[src/rtl/alu_step_pkg.sv]
// Shared encodings for the ALU step sequencer: opcodes, ALU functions,
// operand-source selects and step kinds.
package alu_step_pkg;

   localparam logic [3:0] OP_BNE    = 4'd0;
   localparam logic [3:0] OP_BEQ    = 4'd1;
   localparam logic [3:0] OP_BGZ    = 4'd2;
   localparam logic [3:0] OP_BLZ    = 4'd3;
   localparam logic [3:0] OP_ADI    = 4'd4;
   localparam logic [3:0] OP_ORI    = 4'd5;
   localparam logic [3:0] OP_LHI    = 4'd6;
   localparam logic [3:0] OP_LWD    = 4'd7;
   localparam logic [3:0] OP_SWD    = 4'd8;
   localparam logic [3:0] OP_JMP    = 4'd9;
   localparam logic [3:0] OP_JAL    = 4'd10;
   localparam logic [3:0] OP_ALU_OP = 4'd15;

   localparam logic [2:0] FUNC_ADD = 3'd0;
   localparam logic [2:0] FUNC_SUB = 3'd1;
   localparam logic [2:0] FUNC_AND = 3'd2;
   localparam logic [2:0] FUNC_ORR = 3'd3;
   localparam logic [2:0] FUNC_NOT = 3'd4;
   localparam logic [2:0] FUNC_TCP = 3'd5;
   localparam logic [2:0] FUNC_SHL = 3'd6;
   localparam logic [2:0] FUNC_SHR = 3'd7;

   localparam logic [1:0] SRC_A_RS   = 2'd0;
   localparam logic [1:0] SRC_A_PC   = 2'd1;
   localparam logic [1:0] SRC_A_ZERO = 2'd2;

   localparam logic [1:0] SRC_B_RT   = 2'd0;
   localparam logic [1:0] SRC_B_IMM  = 2'd1;
   localparam logic [1:0] SRC_B_ONE  = 2'd2;
   localparam logic [1:0] SRC_B_ZERO = 2'd3;

   localparam logic [2:0] STEP_PC_INC = 3'd0;
   localparam logic [2:0] STEP_EXEC   = 3'd1;
   localparam logic [2:0] STEP_ADDR   = 3'd2;
   localparam logic [2:0] STEP_CMP    = 3'd3;
   localparam logic [2:0] STEP_TGT    = 3'd4;

endpackage

[src/rtl/alu_step_sequencer_rom.sv]
// Combinational step table: (opcode, function field, step index) gives the
// ALU function, operand selects, step kind and whether this is the last step.
module alu_step_sequencer_rom
   import alu_step_pkg::*;
#(
   parameter int FUNC_W = 3
) (
   input  logic [3:0]        opcode,
   input  logic [FUNC_W-1:0] func_field,
   input  logic [1:0]        step_idx,
   output logic [FUNC_W-1:0] func,
   output logic [1:0]        src_a,
   output logic [1:0]        src_b,
   output logic [2:0]        kind,
   output logic              last
);

   always_comb begin
      func  = FUNC_W'(FUNC_ADD);
      src_a = SRC_A_PC;
      src_b = SRC_B_ONE;
      kind  = STEP_PC_INC;
      last  = 1'b1;
      case (step_idx)
         2'd0: begin
            // Every instruction starts with PC increment; only single-step opcodes end here.
            case (opcode)
               OP_ALU_OP, OP_ADI, OP_ORI, OP_LWD, OP_SWD,
               OP_BNE, OP_BEQ, OP_BGZ, OP_BLZ: last = 1'b0;
               default:                        last = 1'b1;
            endcase
         end
         2'd1: begin
            case (opcode)
               OP_ALU_OP: begin
                  func = func_field; src_a = SRC_A_RS; src_b = SRC_B_RT; kind = STEP_EXEC;
               end
               OP_ADI: begin
                  func = FUNC_W'(FUNC_ADD); src_a = SRC_A_RS; src_b = SRC_B_IMM; kind = STEP_EXEC;
               end
               OP_ORI: begin
                  func = FUNC_W'(FUNC_ORR); src_a = SRC_A_RS; src_b = SRC_B_IMM; kind = STEP_EXEC;
               end
               OP_LWD, OP_SWD: begin
                  func = FUNC_W'(FUNC_ADD); src_a = SRC_A_RS; src_b = SRC_B_IMM; kind = STEP_ADDR;
               end
               OP_BNE, OP_BEQ: begin
                  func = FUNC_W'(FUNC_SUB); src_a = SRC_A_RS; src_b = SRC_B_RT; kind = STEP_CMP;
                  last = 1'b0;
               end
               OP_BGZ, OP_BLZ: begin
                  func = FUNC_W'(FUNC_SUB); src_a = SRC_A_RS; src_b = SRC_B_ZERO; kind = STEP_CMP;
                  last = 1'b0;
               end
               default: ;
            endcase
         end
         2'd2: begin
            func = FUNC_W'(FUNC_ADD); src_a = SRC_A_PC; src_b = SRC_B_IMM; kind = STEP_TGT;
         end
         default: ;
      endcase
   end

endmodule

[src/rtl/alu_step_sequencer.sv]
// Multi-cycle ALU step sequencer: latches one instruction and issues its ALU
// steps over a valid/ready handshake. Optional retire counter: ALU_STEP_RETIRE_CNT_EN.
module alu_step_sequencer
   import alu_step_pkg::*;
#(
   parameter int INSTR_W = 16,
   parameter int FUNC_W  = 3,
   parameter int CNT_W   = 16
) (
   input  logic               clk,
   input  logic               reset_n,
   input  logic               instr_valid,
   input  logic [INSTR_W-1:0] instr,
   output logic               instr_ready,
   output logic               step_valid,
   input  logic               step_ready,
   output logic [FUNC_W-1:0]  alu_func,
   output logic [1:0]         src_a,
   output logic [1:0]         src_b,
   output logic [2:0]         step_kind,
`ifdef ALU_STEP_RETIRE_CNT_EN
   input  logic               retire_clr,
   output logic [CNT_W-1:0]   retire_cnt,
`endif
   output logic               done
);

   localparam logic [0:0] ST_IDLE  = 1'b0;
   localparam logic [0:0] ST_ISSUE = 1'b1;

   logic [0:0]         state_reg;
   logic [INSTR_W-1:0] instr_reg;
   logic [1:0]         step_idx_reg;
   logic               last_reg;

   logic [3:0]         rom_opcode;
   logic [FUNC_W-1:0]  rom_func_field;
   logic [1:0]         rom_idx;
   logic [FUNC_W-1:0]  rom_func;
   logic [1:0]         rom_src_a;
   logic [1:0]         rom_src_b;
   logic [2:0]         rom_kind;
   logic               rom_last;
   logic               unused_instr_bits;

   assign instr_ready       = (state_reg == ST_IDLE);
   assign unused_instr_bits = ^instr_reg[INSTR_W-5:FUNC_W];

   // In IDLE the table looks up step 0 of the incoming word; in ISSUE the next step of the latched one.
   always_comb begin
      if (state_reg == ST_IDLE) begin
         rom_opcode     = instr[INSTR_W-1 -: 4];
         rom_func_field = instr[FUNC_W-1:0];
         rom_idx        = 2'd0;
      end else begin
         rom_opcode     = instr_reg[INSTR_W-1 -: 4];
         rom_func_field = instr_reg[FUNC_W-1:0];
         rom_idx        = step_idx_reg + 2'd1;
      end
   end

   alu_step_sequencer_rom #(.FUNC_W(FUNC_W)) u_rom (
      .opcode     (rom_opcode),
      .func_field (rom_func_field),
      .step_idx   (rom_idx),
      .func       (rom_func),
      .src_a      (rom_src_a),
      .src_b      (rom_src_b),
      .kind       (rom_kind),
      .last       (rom_last)
   );

   always_ff @(posedge clk or negedge reset_n) begin
      if (!reset_n) begin
         state_reg    <= ST_IDLE;
         instr_reg    <= '0;
         step_idx_reg <= 2'd0;
         last_reg     <= 1'b0;
         step_valid   <= 1'b0;
         done         <= 1'b0;
         alu_func     <= '0;
         src_a        <= 2'd0;
         src_b        <= 2'd0;
         step_kind    <= 3'd0;
      end else begin
         done <= 1'b0;
         case (state_reg)
            ST_IDLE: begin
               if (instr_valid) begin
                  instr_reg    <= instr;
                  step_idx_reg <= 2'd0;
                  last_reg     <= rom_last;
                  step_valid   <= 1'b1;
                  alu_func     <= rom_func;
                  src_a        <= rom_src_a;
                  src_b        <= rom_src_b;
                  step_kind    <= rom_kind;
                  state_reg    <= ST_ISSUE;
               end
            end
            ST_ISSUE: begin
               if (step_valid && step_ready) begin
                  if (last_reg) begin
                     done       <= 1'b1;
                     step_valid <= 1'b0;
                     alu_func   <= '0;
                     src_a      <= 2'd0;
                     src_b      <= 2'd0;
                     step_kind  <= 3'd0;
                     state_reg  <= ST_IDLE;
                  end else begin
                     step_idx_reg <= rom_idx;
                     last_reg     <= rom_last;
                     alu_func     <= rom_func;
                     src_a        <= rom_src_a;
                     src_b        <= rom_src_b;
                     step_kind    <= rom_kind;
                  end
               end
            end
            default: state_reg <= ST_IDLE;
         endcase
      end
   end

`ifdef ALU_STEP_RETIRE_CNT_EN
   // Clear takes priority over the increment from a coincident done pulse.
   always_ff @(posedge clk or negedge reset_n) begin
      if (!reset_n) begin
         retire_cnt <= '0;
      end else if (retire_clr) begin
         retire_cnt <= '0;
      end else if (done) begin
         retire_cnt <= retire_cnt + 1'b1;
      end
   end
`endif

endmodule
[config.mk]
export PLATFORM = sky130hd
export DESIGN_NAME = alu_step_sequencer
export DESIGN_NICKNAME = d
export VERILOG_FILES = /design/src/rtl/alu_step_pkg.sv /design/src/rtl/alu_step_sequencer_rom.sv /design/src/rtl/alu_step_sequencer.sv
export SDC_FILE = /design/constraint.sdc
export NUM_CORES = 1
export LEC_CHECK = 0
export BUFFER_PORTS_ARGS = -buffer_cell sky130_fd_sc_hd__clkbuf_2
export CAP_MARGIN = 20
export CORE_ASPECT_RATIO = 0.75
export CORE_UTILIZATION = 25
export CTS_CLUSTER_DIAMETER = 30
export DETAILED_ROUTE_END_ITERATION = 16
export GPL_TIMING_DRIVEN = 0
export PLACE_DENSITY = 0.54
export SYNTH_ARGS = -nofsm -noshare
export SYNTH_HDL_FRONTEND = slang
export SYNTH_SLANG_ARGS = --single-unit
[constraint.sdc]
create_clock -name clk -period 1.55 [get_ports clk]
set_input_delay 0.0775 -clock clk [delete_from_list [all_inputs] [get_ports clk]]
set_output_delay 0.0775 -clock clk [all_outputs]
set_load 0.05 [all_outputs]
# Word-level counts from Yosys, hierarchy flattened
# Memories as Yosys holds them, arrays and structs flattened.
# Index checks and enable logic that the tools add are counted.
dict set report word_totals {
  memories 1
  word_cells 89
  rom_bits 16
  regBits 32
}
# memory depth width rd rd_ports_with_merged_regs write_ports line_no
set mem_list {}
lappend mem_list {{(no name shown)} 16 1 1 0 0 alu_step_sequencer_rom.sv:27} ;# case (opcode)
dict set report classes {
  eq_ne 14
  n_bitwise 1
  n_mux 48
  reduce_logical 14
  addsub 1
}
# cell n
set ops {}
lappend ops {{$mux W3} 8}
lappend ops {{$mux W2} 11}
lappend ops {{$pmux W3 S2} 3}
lappend ops {{$pmux W2 S2} 4}
lappend ops {{$mux W1} 14}
lappend ops {{$eq A4 B3 Y1 const B} 3}
lappend ops {{$pmux W2 S3} 2}
lappend ops {{$pmux W3 S3} 1}
lappend ops {{$reduce_or A9 Y1} 1}
lappend ops {{$eq A4 B2 Y1 const B} 2}
lappend ops {{$eq A4 B4 Y1 const B} 2}
lappend ops {{$pmux W1 S2} 4}
lappend ops {{$reduce_or A4 Y1} 2}
lappend ops {{$reduce_and A3 Y1} 2}
lappend ops {{$reduce_or A3 Y1} 2}
lappend ops {{$eq A4 B1 Y1 const B} 1}
lappend ops {{$logic_not A4 Y1} 1}
lappend ops {{$mux W4} 1}
lappend ops {{$ne A2 B1 Y1 const B} 2}
lappend ops {{$ne A2 B2 Y1 const B} 2}
lappend ops {{$reduce_and A2 Y1} 2}
lappend ops {{$reduce_or A2 Y1} 2}
lappend ops {{$add A2 B1 Y2 const B} 1}
lappend ops {{$eq A2 B1 Y1 const B} 1}
lappend ops {{other kinds (4)} 4}

# Longest topological paths before layout
dict set report logic_depth {
  ltp_word 8
  mapped_depth 10
  depth_no_buf 8
}

# Modules after synthesis
# Synthesis repeated with hierarchy kept, for this count alone.
dict set report hier_totals {
  hier_cells 132
  hier_area_um2 1316.3
}
# mod cells_each area_per_inst_um2 instances
set modules_own_cells {}
lappend modules_own_cells {alu_step_sequencer 88 1028.5 1}
lappend modules_own_cells {alu_step_sequencer_rom 44 287.8 1}

# Worst setup path after synthesis
# Ideal clock, no wire load.
dict set report synth_path {
  path_type {register to register}
  startpoint {reg state_reg}
  endpoint {reg alu_func[0]}
  n_path_buf 2
  setup_slack_ns -0.336
  stages_incl_launch_ff 9
  t_arrival_ns 1.765
  required_time_ns 1.429
  path_cell_list {dfrtp_1 > buf_6 > buf_6 > inv_1 > nor2_1 > ha_1 > o21ai_2 > a21oi_1 > a22o_1}
}
dict set report synth_between {
  word_cells_on_any_way 21
  cone_classes {eq/ne: 8; mux: 9; bitwise: 1; reduce/logical: 3}
}
# element line_no
set synth_rtl {}
lappend synth_rtl {{start, declared} alu_step_sequencer.sv:31} ;# logic [0:0] state_reg;
lappend synth_rtl {{start signal, assigned} alu_step_sequencer.sv:75} ;# state_reg <= ST_IDLE;
lappend synth_rtl {{start signal, assigned} alu_step_sequencer.sv:98} ;# state_reg <= ST_ISSUE;
lappend synth_rtl {{start signal, assigned} alu_step_sequencer.sv:110} ;# state_reg <= ST_IDLE;
lappend synth_rtl {{$not A1 Y1 (no line) (*)} --}
lappend synth_rtl {{via instr_ready} alu_step_sequencer.sv:14} ;# output logic instr_ready,
lappend synth_rtl {{$ne A2 B2 Y1 (no line)} --}
lappend synth_rtl {{$reduce_and A2 Y1 (no line)} --}
lappend synth_rtl {{end signal, assigned} alu_step_sequencer.sv:94} ;# alu_func <= rom_func;
lappend synth_rtl {{end signal, assigned} alu_step_sequencer.sv:114} ;# alu_func <= rom_func;
lappend synth_rtl {{end, declared} alu_step_sequencer.sv:17} ;# output logic [FUNC_W-1:0] alu_func,
# The timed path passes the listed nets; every way through them passes the cells marked *. The select of a mux whose other input is x is not followed.
# A chain may end at the register's enable or synchronous reset.

# Final worst setup path
dict set report layout_path {
  startpoint {reg state_reg}
  endpoint {reg last_reg}
}
dict set report layout_between {
  elab_chain_cells 8
  word_cells_on_any_way 20
  cone_classes {eq/ne: 6; mux: 8; bitwise: 1; reduce/logical: 4; memory: 1}
}
# element line_no
set layout_rtl {}
lappend layout_rtl {{$mux W4} alu_step_sequencer.sv:51} ;# if (state_reg == ST_IDLE) begin
lappend layout_rtl {{$eq A4 B1 Y1, or another cell as far along} alu_step_sequencer_rom.sv:34} ;# case (opcode)
lappend layout_rtl {{$reduce_or A4 Y1 (no line)} --}
lappend layout_rtl {{$mux W1} alu_step_sequencer_rom.sv:34}
lappend layout_rtl {{$pmux W1 S2} alu_step_sequencer_rom.sv:24} ;# case (step_idx)
lappend layout_rtl {{$mux W1} alu_step_sequencer.sv:103} ;# if (last_reg) begin
lappend layout_rtl {{$mux W1} alu_step_sequencer.sv:102} ;# if (step_valid && step_ready) begin
lappend layout_rtl {{$pmux W1 S2} alu_step_sequencer.sv:87} ;# case (state_reg)
lappend layout_rtl {{end signal, assigned} alu_step_sequencer.sv:92} ;# last_reg <= rom_last;
lappend layout_rtl {{end signal, assigned} alu_step_sequencer.sv:113} ;# last_reg <= rom_last;
lappend layout_rtl {{end, declared} alu_step_sequencer.sv:34} ;# logic last_reg;
# Several ways; a longest one is shown, not always the timed one. The select of a mux whose other input is x is not followed.

==> run summary <==
Max clock buf depth - 2
Sinks on Clock Net - 22
Cell internal pwr - 0.00223 W
Dpl hpwl - 2250 um
First-pass GRT wire length - 5240 um
Number of fill cells - 516
Relative slew slack - 61.0%
Final worst setup slack - -0.0504 ns
Post-Synth Simple-Gate Area - 19.9%
Via count - 1097
P_sw - 0.00208 W
DR pass1 iterations - 6
WHS - 0.0104 ns
Vias in the first global route - 1060
Worst Hold Depth - 3
Die area - 0.00542 sq mm
Synth Warn # - 0
Clock Latency Late Sink - 0.27 ns
Routed vias/inst - 4.81
CP max FO - 7
Reg-to-reg slack, setup - -0.05 ns
Unrepaired setup endpoints after global routing - true
Switching share of total power - 48.3%
FMAX - 625 MHz
Max incr delay on CP - 0.39 ns
Post-layout minimum cycle time - 1.60 ns
Worst flop-to-flop path endpoint - last_reg
Crit. End Element - flop
Critical Path, Cell by Cell - buf_6, buf_8, clkinvlp_4, nor2_4, inv_2, ha_4, nor2_1, a222oi_1, o21ai_1
Met1 Track Usage GR - 17.4%
Max Cap Violations - 0
RePlAce Congestion - 0.777
Routed Antenna Nets - 0
Grt ovf - 0
GRT busiest layer - met2
Antenna cells - 0
Post-DP Area - 0.00151 sq mm
Dpl ws - -0.114 ns
Multi-input logic area - 746 sq um
Die Wd - 84.7 um
Final setup vio count - 5
M2 GR Usage - 19.6%
Layout Nets - 192
Post-synthesis sequential area ratio - 43.0%
Routed len/inst - 13.5 um
Final Power - 0.00431 W
Post-synthesis cell area - 0.00128 sq mm
CTS tree - yes
IO Count - 33
GR Util met3 - 3.23%
Net count after synthesis - 156
Clk_skew - 0.00667 ns
Critical Path Source - state_reg
Leak - 0.823 nW
Final Cycle Share - 103%
Main combinational cell family by area after synthesis - simple AND/OR/NAND/NOR gates
DRC Markers - 0
Req. time, crit path - 1.69 ns
H-tree levels - 1
Total Wirelength - 3080 um
Pins Over Slew Limit - 0
Total track usage - 12.4%
Sequential Area - 551 sq um
Port bufs - 22
Clock share of power - 9.9%
R2r startpoint - state_reg
Critical path arrival - 1.75 ns
Worst Hold Launch - instr[2]
Tightest Hold Check Type - in -> reg
Die height - 64.0 um
Slowest CP cell - dfrtp_1
Num rows - 22
Combinational fraction of design power - 66.8%
Reg2reg path depth - 9
Distinct cells, synth - 41
Worst Hold Path EP - instr_reg[2]
Synth Area in Adders - 2.93%
Fraction of layout cells with a size suffix above 1 - 40.5%
Fin. Hold Viols - 0
Multiplexer share of the synthesized area - 9.47%
Outcome - finished with violations
CTS root buf - clkbuf_8
Kind of critical path - reg -> reg
Area Growth Syn to Fin - 32.0%
#FFs+latches synth - 22
Largest net degree at the start of global routing - 23
Failing checks - negative setup slack
Most frequent cells in the layout - nand2_1, dfrtp_1, clkbuf_2
Initial Utilization - 26.1%
Clock slew at reported path FFs - 0.09 ns
CORE AREA - 0.00490 sq mm
VDD IR max - 1.11 mV
Avg Inst Size Synth - 9.63 sq um
Initial antenna violation count - 0
Initial DRC count - 64
CTS Buf Count - 3
Worst-margin pin slew - 0.585 ns
Startpoint types - flop
Synth Instances - 133
Seq pwr share - 23.3%
Synth Area in Compound Gates - 18.8%
Post-synthesis xor/xnor area fraction - 0.684%
Number of flip-flops in the largest register - 7
Power Density - 2550 mW/mm^2
Most common cell after layout, fill and taps aside - nand2_1
Final instance area - 0.00169 sq mm
-- synthesized netlist by cell type, drive strengths merged --
library cell	instances	area [sq um]
o221ai	1	15.0
o211ai	2	15.0
o31ai	1	12.5
inv	4	15.0
a21oi	4	23.8
xor2	1	8.76
a31oi	2	12.5
o21ai	8	43.8
nor3b	1	7.51
and4b	1	10.0
buf	6	47.5
mux2	3	45.0
nor2	13	51.3
dfrtp	22	551
nand4	1	6.26
ha	3	37.5
o41ai	1	16.3
and2	1	6.26
o211a	1	10.0
nand2b	2	20.0
and3	1	6.26
a222oi	1	10.0
nand3	1	5.00
nand2	32	120
nor3	3	15.0
mux2i	6	76.3
a211oi	3	32.5
conb	1	3.75
a22oi	2	15.0
and2b	1	7.51
a22o	4	35.0
-- logic make-up after synthesis --
| group | count (synthesis) |
|---|---|
| simple gates | 57 |
| flops | 22 |
| xor+xnor | 1 |
| other cells | 1 |
| fa+ha+maj | 3 |
| compound gates | 30 |
| mux | 9 |
| buf+inv | 10 |
-- routing by layer --
layer	vias up	share of wire, %
met4	0	0.32
met1	536	54
met3	2	3.4
met2	20	43
met5	-	0
li1	539	-
-- worst max path at each step --
stage	endpoint	cells after the start	slack, ns
after floorplan	last_reg	8	-0.23
after global placement	alu_func[2]	7	-0.15
after detailed placement	alu_func[2]	7	-0.11
after CTS	alu_func[0]	6	-0.02
after global routing	last_reg	9	-0.15
final	last_reg	9	-0.05
-- power by group through the flow --
stage / Sequential [W] / Combinational (W) / Clock (W)
after global routing: 0.00104 / 0.00313 / 0.000472
after floorplan: 0.00134 / 0.00165 / 0
after global placement: 0.00101 / 0.00250 / 0
after CTS: 0.00100 / 0.00272 / 0.000446
final: 0.00100 / 0.00288 / 0.000429
after detailed placement: 0.00101 / 0.00251 / 0
-- per-stage QoR --
step	TNS [ns]	utilization, %	std cells
2_1_floorplan	-1.25	-	133
3_3_place_gp	-0.416	30.8	215
3_5_place_dp	-0.411	30.8	215
4_1_cts	-0.0581	33.3	225
5_1_grt	-0.704	34.5	228
6_report	-0.108	34.5	228
-- final cells by class --
class                      instances  share of cell area [%]
sequential                        22                    32.5
inverter                           4                    1.11
timing repair buffer              32                    11.8
buffer                             5                    2.74
multi-input combinational        101                    44.1
clock buffer                       4                    3.25
tap                               60                    4.44
-- critical path: cells and delay by family (launching register included) --
kind                     cells  cell delay, ns
AND/OR/NAND/NOR              2            0.08
flip-flops                   1            0.39
buffers and inverters        4            0.45
adder cells (fa/ha/maj)      1            0.13
AO/OA/AOI/OAI                2            0.43
-- timing repair --
action	CTS	global route
buffers inserted	6	3
hold buffers	1	0
resized for setup	4	9
endpoints found under the hold margin	22	0
pin swaps	4	3
endpoints found under the setup margin	7	10
No activity file was read; power rests on OpenSTA's default activity.
